## src/rtl/fetch_unit.sv

```systemverilog
// Instruction-fetch stage: owns the PC, drives the synchronous instruction memory,
// and fills the F/D latch. It squashes wrong-path fetches on redirect and holds state on stall.
module fetch_unit #(
  parameter int              AW  = 12,
  parameter int              IW  = 32,
  parameter logic [IW-1:0]   NOP = '0
) (
  input  logic          clock,
  input  logic          reset,
  input  logic          stall,
  input  logic          redirect_valid,
  input  logic [AW-1:0] redirect_target,
  output logic [AW-1:0] imem_addr,
  input  logic [IW-1:0] imem_data,
  output logic [IW-1:0] fd_insn,
  output logic [AW-1:0] fd_pc,
  output logic          fd_valid,
  output logic [15:0]   squash_count
);

  localparam logic [0:0]    FILL   = 1'b0;
  localparam logic [0:0]    STREAM = 1'b1;
  localparam logic [AW-1:0] PC_ONE = AW'(1);

  logic [0:0]    state_q, state_d;
  logic [AW-1:0] pc_q, pc_d;
  logic [AW-1:0] inflight_pc_q, inflight_pc_d;
  logic [IW-1:0] fd_insn_q, fd_insn_d;
  logic [AW-1:0] fd_pc_q, fd_pc_d;
  logic          fd_valid_q, fd_valid_d;
  logic [15:0]   squash_q, squash_d;
  logic          inflight;

  function automatic logic [15:0] sat_inc(input logic [15:0] v);
    return (v == 16'hFFFF) ? v : v + 16'd1;
  endfunction

  assign inflight = (state_q == STREAM);

  // While stalled, re-present the in-flight address so imem_data keeps returning that word.
  assign imem_addr = redirect_valid        ? redirect_target :
                     (stall && inflight)   ? inflight_pc_q   : pc_q;

  always_comb begin
    state_d       = state_q;
    pc_d          = pc_q;
    inflight_pc_d = inflight_pc_q;
    fd_insn_d     = fd_insn_q;
    fd_pc_d       = fd_pc_q;
    fd_valid_d    = fd_valid_q;
    squash_d      = squash_q;
    if (redirect_valid) begin
      pc_d          = redirect_target + PC_ONE;
      state_d       = STREAM;
      inflight_pc_d = redirect_target;
      fd_insn_d     = NOP;
      fd_valid_d    = 1'b0;
      fd_pc_d       = '0;
      if (inflight) squash_d = sat_inc(squash_q);
    end else if (!stall) begin
      fd_insn_d     = inflight ? imem_data : NOP;
      fd_valid_d    = inflight;
      fd_pc_d       = inflight ? inflight_pc_q + PC_ONE : '0;
      inflight_pc_d = pc_q;
      pc_d          = pc_q + PC_ONE;
      state_d       = STREAM;
    end
  end

  always_ff @(posedge clock) begin
    if (reset) begin
      state_q       <= FILL;
      pc_q          <= '0;
      inflight_pc_q <= '0;
      fd_insn_q     <= NOP;
      fd_pc_q       <= '0;
      fd_valid_q    <= 1'b0;
      squash_q      <= '0;
    end else begin
      state_q       <= state_d;
      pc_q          <= pc_d;
      inflight_pc_q <= inflight_pc_d;
      fd_insn_q     <= fd_insn_d;
      fd_pc_q       <= fd_pc_d;
      fd_valid_q    <= fd_valid_d;
      squash_q      <= squash_d;
    end
  end

  assign fd_insn      = fd_insn_q;
  assign fd_pc        = fd_pc_q;
  assign fd_valid     = fd_valid_q;
  assign squash_count = squash_q;

endmodule

```

## config.mk

```make
export PLATFORM = sky130hd
export DESIGN_NAME = fetch_unit
export DESIGN_NICKNAME = d
export VERILOG_FILES = /design/src/rtl/fetch_unit.sv
export SDC_FILE = /design/constraint.sdc
export NUM_CORES = 1
export LEC_CHECK = 0
export CORE_ASPECT_RATIO = 1.2
export CORE_MARGIN = 4
export CORE_UTILIZATION = 35
export CTS_CLUSTER_SIZE = 28
export DETAILED_ROUTE_END_ITERATION = 10
export SYNTH_ARGS = -nofsm -noshare
export SYNTH_HDL_FRONTEND = slang
export SYNTH_SLANG_ARGS = --single-unit
```

## constraint.sdc

```tcl
create_clock -name clock -period 2.49 [get_ports clock]
set_clock_uncertainty 0.1 [all_clocks]
set_input_delay 0.498 -clock clock [delete_from_list [all_inputs] [get_ports clock]]
set_output_delay 0.498 -clock clock [all_outputs]
set_load 0.005 [all_outputs]
```

After elaboration in Yosys (flattened, before gate mapping)
Cells that the tools add are included.

storage, ports and cells
  flip-flop bits (word level) = 86
  bits in latches = 0
  memory bits (writable) = 0
  ROM bits = 0
  output and inout port bits = 73
  logic and storage cells = 27
  memories = 0

operators by class
  add/sub/neg operators = 4
  multiply operators = 0
  div/mod/pow operators = 0
  magnitude comparators = 0
  equal/unequal tests = 2
  shift operators = 0
  muxes and demuxes = 10
  bitwise logic cells = 1
  reduce and logical (&&, ||, !) cells = 3

operator list
  cell                                                              number
  12-bit two-way mux                                                7
  12-bit by 1-bit adder with 12-bit output (second input constant)  3
  32-bit two-way mux                                                1
  16-bit by 1-bit adder with 16-bit output (second input constant)  1
  16-bit == test (second input constant)                            1
  3-bit AND reduction                                               1
  1-bit two-way mux                                                 2
  2-bit by 1-bit != test with 1-bit output (second input constant)  1
  2-bit OR reduction                                                1
  1-bit logical AND                                                 1
  1-bit NOT                                                         1

Longest topological paths before layout
  depth in word-level cells = 3
  gate-level depth with buffers = 12

Worst setup path before layout
No wires, ideal clock.

  kind = input-to-reg
  start = input redirect_valid
  end = register pc_q[10]
  arrival = 2292 ps
  data required time = 2274 ps
  path slack = -19 ps
  stages = 12
  cells stage by stage = buf_2 > buf_6 > buf_2 > clkinv_1 > buf_2 > nand2_1 > nand2_1 > ha_1 > nor2b_1 > nand4_1 > xnor2_1 > o211a_1

on the way
  cells in the longest elaborated chain, start to end = 1
  elaborated cells on any way between the ends = 2

ends and longest elaborated chain
  item                                                                                      line  source
  from (decl)                                                                               11    input logic redirect_valid,
  2-bit by 1-bit != test with 1-bit output (no line) or 12-bit two-way mux (tied branches)  -
  to (signal assigned)                                                                      81    pc_q <= pc_d;
  to (decl)                                                                                 26    logic [AW-1:0] pc_q, pc_d;

Parallel ways exist; a longest one is shown, timed or not.
A chain may end at the register's enable or synchronous reset.

Worst setup path in the final report
  start = input redirect_target[11]
  end = output imem_addr[11]

on the way
  cells in the longest elaborated chain, start to end = 1

ends and longest elaborated chain
  item                line  source
  from (decl)         12    input logic [AW-1:0] redirect_target,
  12-bit two-way mux  41    assign imem_addr = redirect_valid ? redirect_target :
  to (decl)           13    output logic [AW-1:0] imem_addr,

No other way between the ends.

==> results.txt <==
----------------------------------------------------
[Run status]
  Status ... finished clean

[Job]
  Max-cap viol count ... 0

[Clock network]
  Total clock sinks ... 86
  CTS clock-pin slew for the worst setup and hold paths ... 0.06 ns
  CTS H-Tree Depth ... 3
  Number of buffers on the longest clock path ... 2
  Cts bufs inserted ... 9
  Root buffer cell ... clkbuf_16
  CTS tree ... done
  Clk_lat worst skew ... 0.33 ns
  Count of hold-fix buffers inserted at cts ... 0
  Total of cells resized after clock tree synthesis ... 8
  Post-CTS Setup Inserts ... 0

[Timing]
  Setup Viol. Count Final ... 0
  Final critical-path setup slack ... 0.141 ns
  Total count of hold-check failures in the final report ... 0
  Worst slew slack as a fraction of its limit ... 53.1%
  Fraction of the cycle the final worst path needs ... 94.3%
  Slew at the pin closest to its max-slew limit ... 0.704 ns
  Final setup TNS ... 0 ns
  Clock period minus final worst setup slack ... approximately 2.3 ns
  Achievable Freq ... 0.426 GHz
  RSZ-0062 raised after global routing ... no
  Max-slew violation count ... 0

[Min path]
  Start point of the worst hold path ... fd_pc[10]
  Tightest Hold Check Type ... register to register
  Hold Crit Depth ... 2

[Global route]
  Congestion Overflow GR ... 0
  Number of antenna violations at the first check in global routing ... 0
  Total GRT Usage ... 17.2%
  First-pass GRT wire length ... 18,900 µm
  Via count of the first global-routing pass ... 3,808
  Largest net degree at the start of global routing ... 61

[Drt]
  Detailed router's first-iteration violation count ... about 160
  Per-cell via count in the routed design ... 5.09
  Total wirelength of the detailed-routed design ... 11,500 µm
  Drt drc ... 0
  Number of routed nets with antenna violations ... 0
  Number of detailed-routing iterations run before antenna repair ... 5
  Routed via count ... 3,926
  Average detailed-routed wire length per instance ... roughly 15 µm

[Final layout]
  Final net count ... about 660
  Number of inserted diodes ... 0
  Storage element area ... 0.00172 mm²
  Filler cells ... 1,106
  Footprint of the multi-input gates ... 0.00218 mm²
  Post-route standard cell area excluding fillers ... 0.00602 mm²
  Share of final-layout standard cells stronger than drive strength 1 ... 11.8%
  Growth of design area from synthesis to finish ... 48.7%

[Floorplanning]
  Count of standard-cell rows ... 42
  Die footprint ... roughly 0.013 mm²
  Width of the die ... roughly 110 µm
  Io pins ... 121
  Starting density of the core ... between 30% and 40%
  Placeable Area ... 0.0112 mm²
  Vertical die dimension ... 126 µm

[Power]
  Static leakage ... about 0.0023 µW
  Cell Pwr Density ... 564 mW/mm²
  Maximum VDD drop ... 0.286 mV

[Synth]
  Share of flip-flops with an asynchronous set or reset ... 0%
  Synth top area share ... 42.5%
  EDFF count, synth ... 0
  Yosys Warn Count ... 0
  Most area-consuming cells after synthesis ... dfxtp_1, nor2_1, a22oi_1, mux2i_1, xnor2_1
  Post-synthesis instance area ... 0.00405 mm²
  Seq/Total Area, Yosys ... a little over two fifths
  Syn Inst Count ... 469
  Distinct cells, synth ... 45
  Post-synthesis area per instance ... 8.63 µm²
  Cell type contributing the most total cell area after synthesis ... dfxtp_1
  Total of flip-flops plus latches after synthesis ... 86
  Post-synth top flop ... dfxtp_1
  Post-synth net total ... 520

[Critical path]
  Worst EP required ... about 1.9 ns
  CP Data Arrival Time ... 1.75 ns
  Largest fanout on the critical path ... 3
  Cell at the slowest stage of the critical path ... clkdlybuf4s50_1
  FF-to-FF path depth ... 6
  CP Launch Type ... input port
  Worst path max stage delay ... ~0.53 ns
  Most frequent cell on the critical path ... clkdlybuf4s50_1
  Capturing element type of the critical path ... primary output
  Startpoint of the lowest-slack register-to-register path ... squash_count[0]
  Critical path type ... input port to primary output
  CP startpoint ... redirect_target[11]
  Cell breakdown of the critical path ... clkdlybuf4s50_1 -> nor2_1 -> a21oi_1 -> clkdlybuf4s50_1

[Place]
  DP Wirelength ... 8460 µm
  Count of input and output buffers ... 120
  Routability-driven placement congestion ratio ... 0.849
  Post-Place Cell Area ... approximately 0.0057 mm²
  Worst setup slack after placement ... -0.154 ns

----------------------------------------------------
## kinds of logic (layout without fill, tap and decap cells)
family | after synthesis | in the layout | share of synthesized area (%)
xor+xnor | 38 | 38 | 8.22
buf+inv | 37 | 185 | 3.80
compound gates | 100 | 100 | 16.9
fa+ha+maj | 3 | 3 | 0.927
mux | 25 | 25 | 6.21
flops | 86 | 86 | 42.5
simple gates | 180 | 180 | 21.4
## power by group
| group | internal [µW] | total (µW) | switching [µW] | leakage, µW |
|---|---|---|---|---|
| combinational | 261 | 467 | 206 | 0.00147 |
| clock | 908 | 1450 | 541 | 0.000160 |
| sequential | 1420 | 1480 | 54.2 | 0.000701 |
| total | 2590 | 3390 | 802 | 0.00233 |
## cell type report
type	count	area share [%]
multi-input combinational	346	36.2
sequential	86	28.6
timing repair buffer	163	26.2
clock buffer	11	4.03
tap	154	3.20
clock inverter	5	1.37
inverter	6	0.395
## state kept, by name, indices dropped and copies added, names as in the netlist
signal,flops
fd_insn,32
fd_pc,12
fd_valid,1
inflight,1
inflight_pc_q,12
squash_count,16
pc_q,12
## Yosys cell counts, types with 2 or more instances
library cell,number
xnor2_1,20
nand3b_1,4
mux2i_1,24
a22oi_1,40
nor2b_1,4
o21ai_0,14
a211oi_1,15
a21oi_1,18
and4_1,2
buf_1,4
o22ai_1,2
and3_1,4
buf_2,6
and2_1,2
nand3_1,20
xor2_1,18
a31o_2,2
nor4_1,2
nor3_1,7
clkinv_1,2
nor3b_1,2
clkbuf_1,20
o211a_1,3
nor2_1,84
nand4_1,14
dfxtp_1,86
inv_1,4
ha_1,3
nand2_1,27
## through the flow
stage / cells / utilization [%] / hold WS [ns] / total power [µW]
2_1_floorplan: 469 / - / 0.349 / 1720
3_3_place_gp: 755 / 50.9 / 0.346 / 1970
3_5_place_dp: 755 / 50.9 / 0.356 / 1980
4_1_cts: 771 / 53.8 / 0.371 / 3430
5_1_grt: 771 / 53.8 / 0.393 / 3540
6_report: 771 / 53.8 / 0.366 / 3390
## worst paths after layout
kind,endpoint,slack [ns]
min,fd_pc[10],0.37
min reg2reg,fd_pc[10],0.37
max reg2reg,squash_count[12],0.46
max,imem_addr[11],0.14
## worst max-delay path: cells and delay by family
family	cells	cell delay, ns
buffers and inverters	2	1.05
AOI/OAI and AO/OA	1	0.13
and+or+nand+nor	1	0.07
## cell usage in the layout (no fill, tap or decap), types with 18 or more instances in the layout
| cell | synthesis | routed |
|---|---|---|
| xor2_1 | 18 | 18 |
| nand2_1 | 27 | 27 |
| dfxtp_1 | 86 | 85 |
| xnor2_1 | 20 | 20 |
| a22oi_1 | 40 | 40 |
| clkdlybuf4s50_1 | 0 | 114 |
| nand3_1 | 20 | 20 |
| nor2_1 | 84 | 83 |
| mux2i_1 | 24 | 24 |
| a21oi_1 | 18 | 18 |
| buf_4 | 0 | 38 |
## metal layers
metal  wire [µm]  GRT usage [%]
met1        5430           22.4
met4         177           5.41
met5           0              0
met2        5300           27.8
met3         598           4.40
Power figures use the tool's default switching activity.
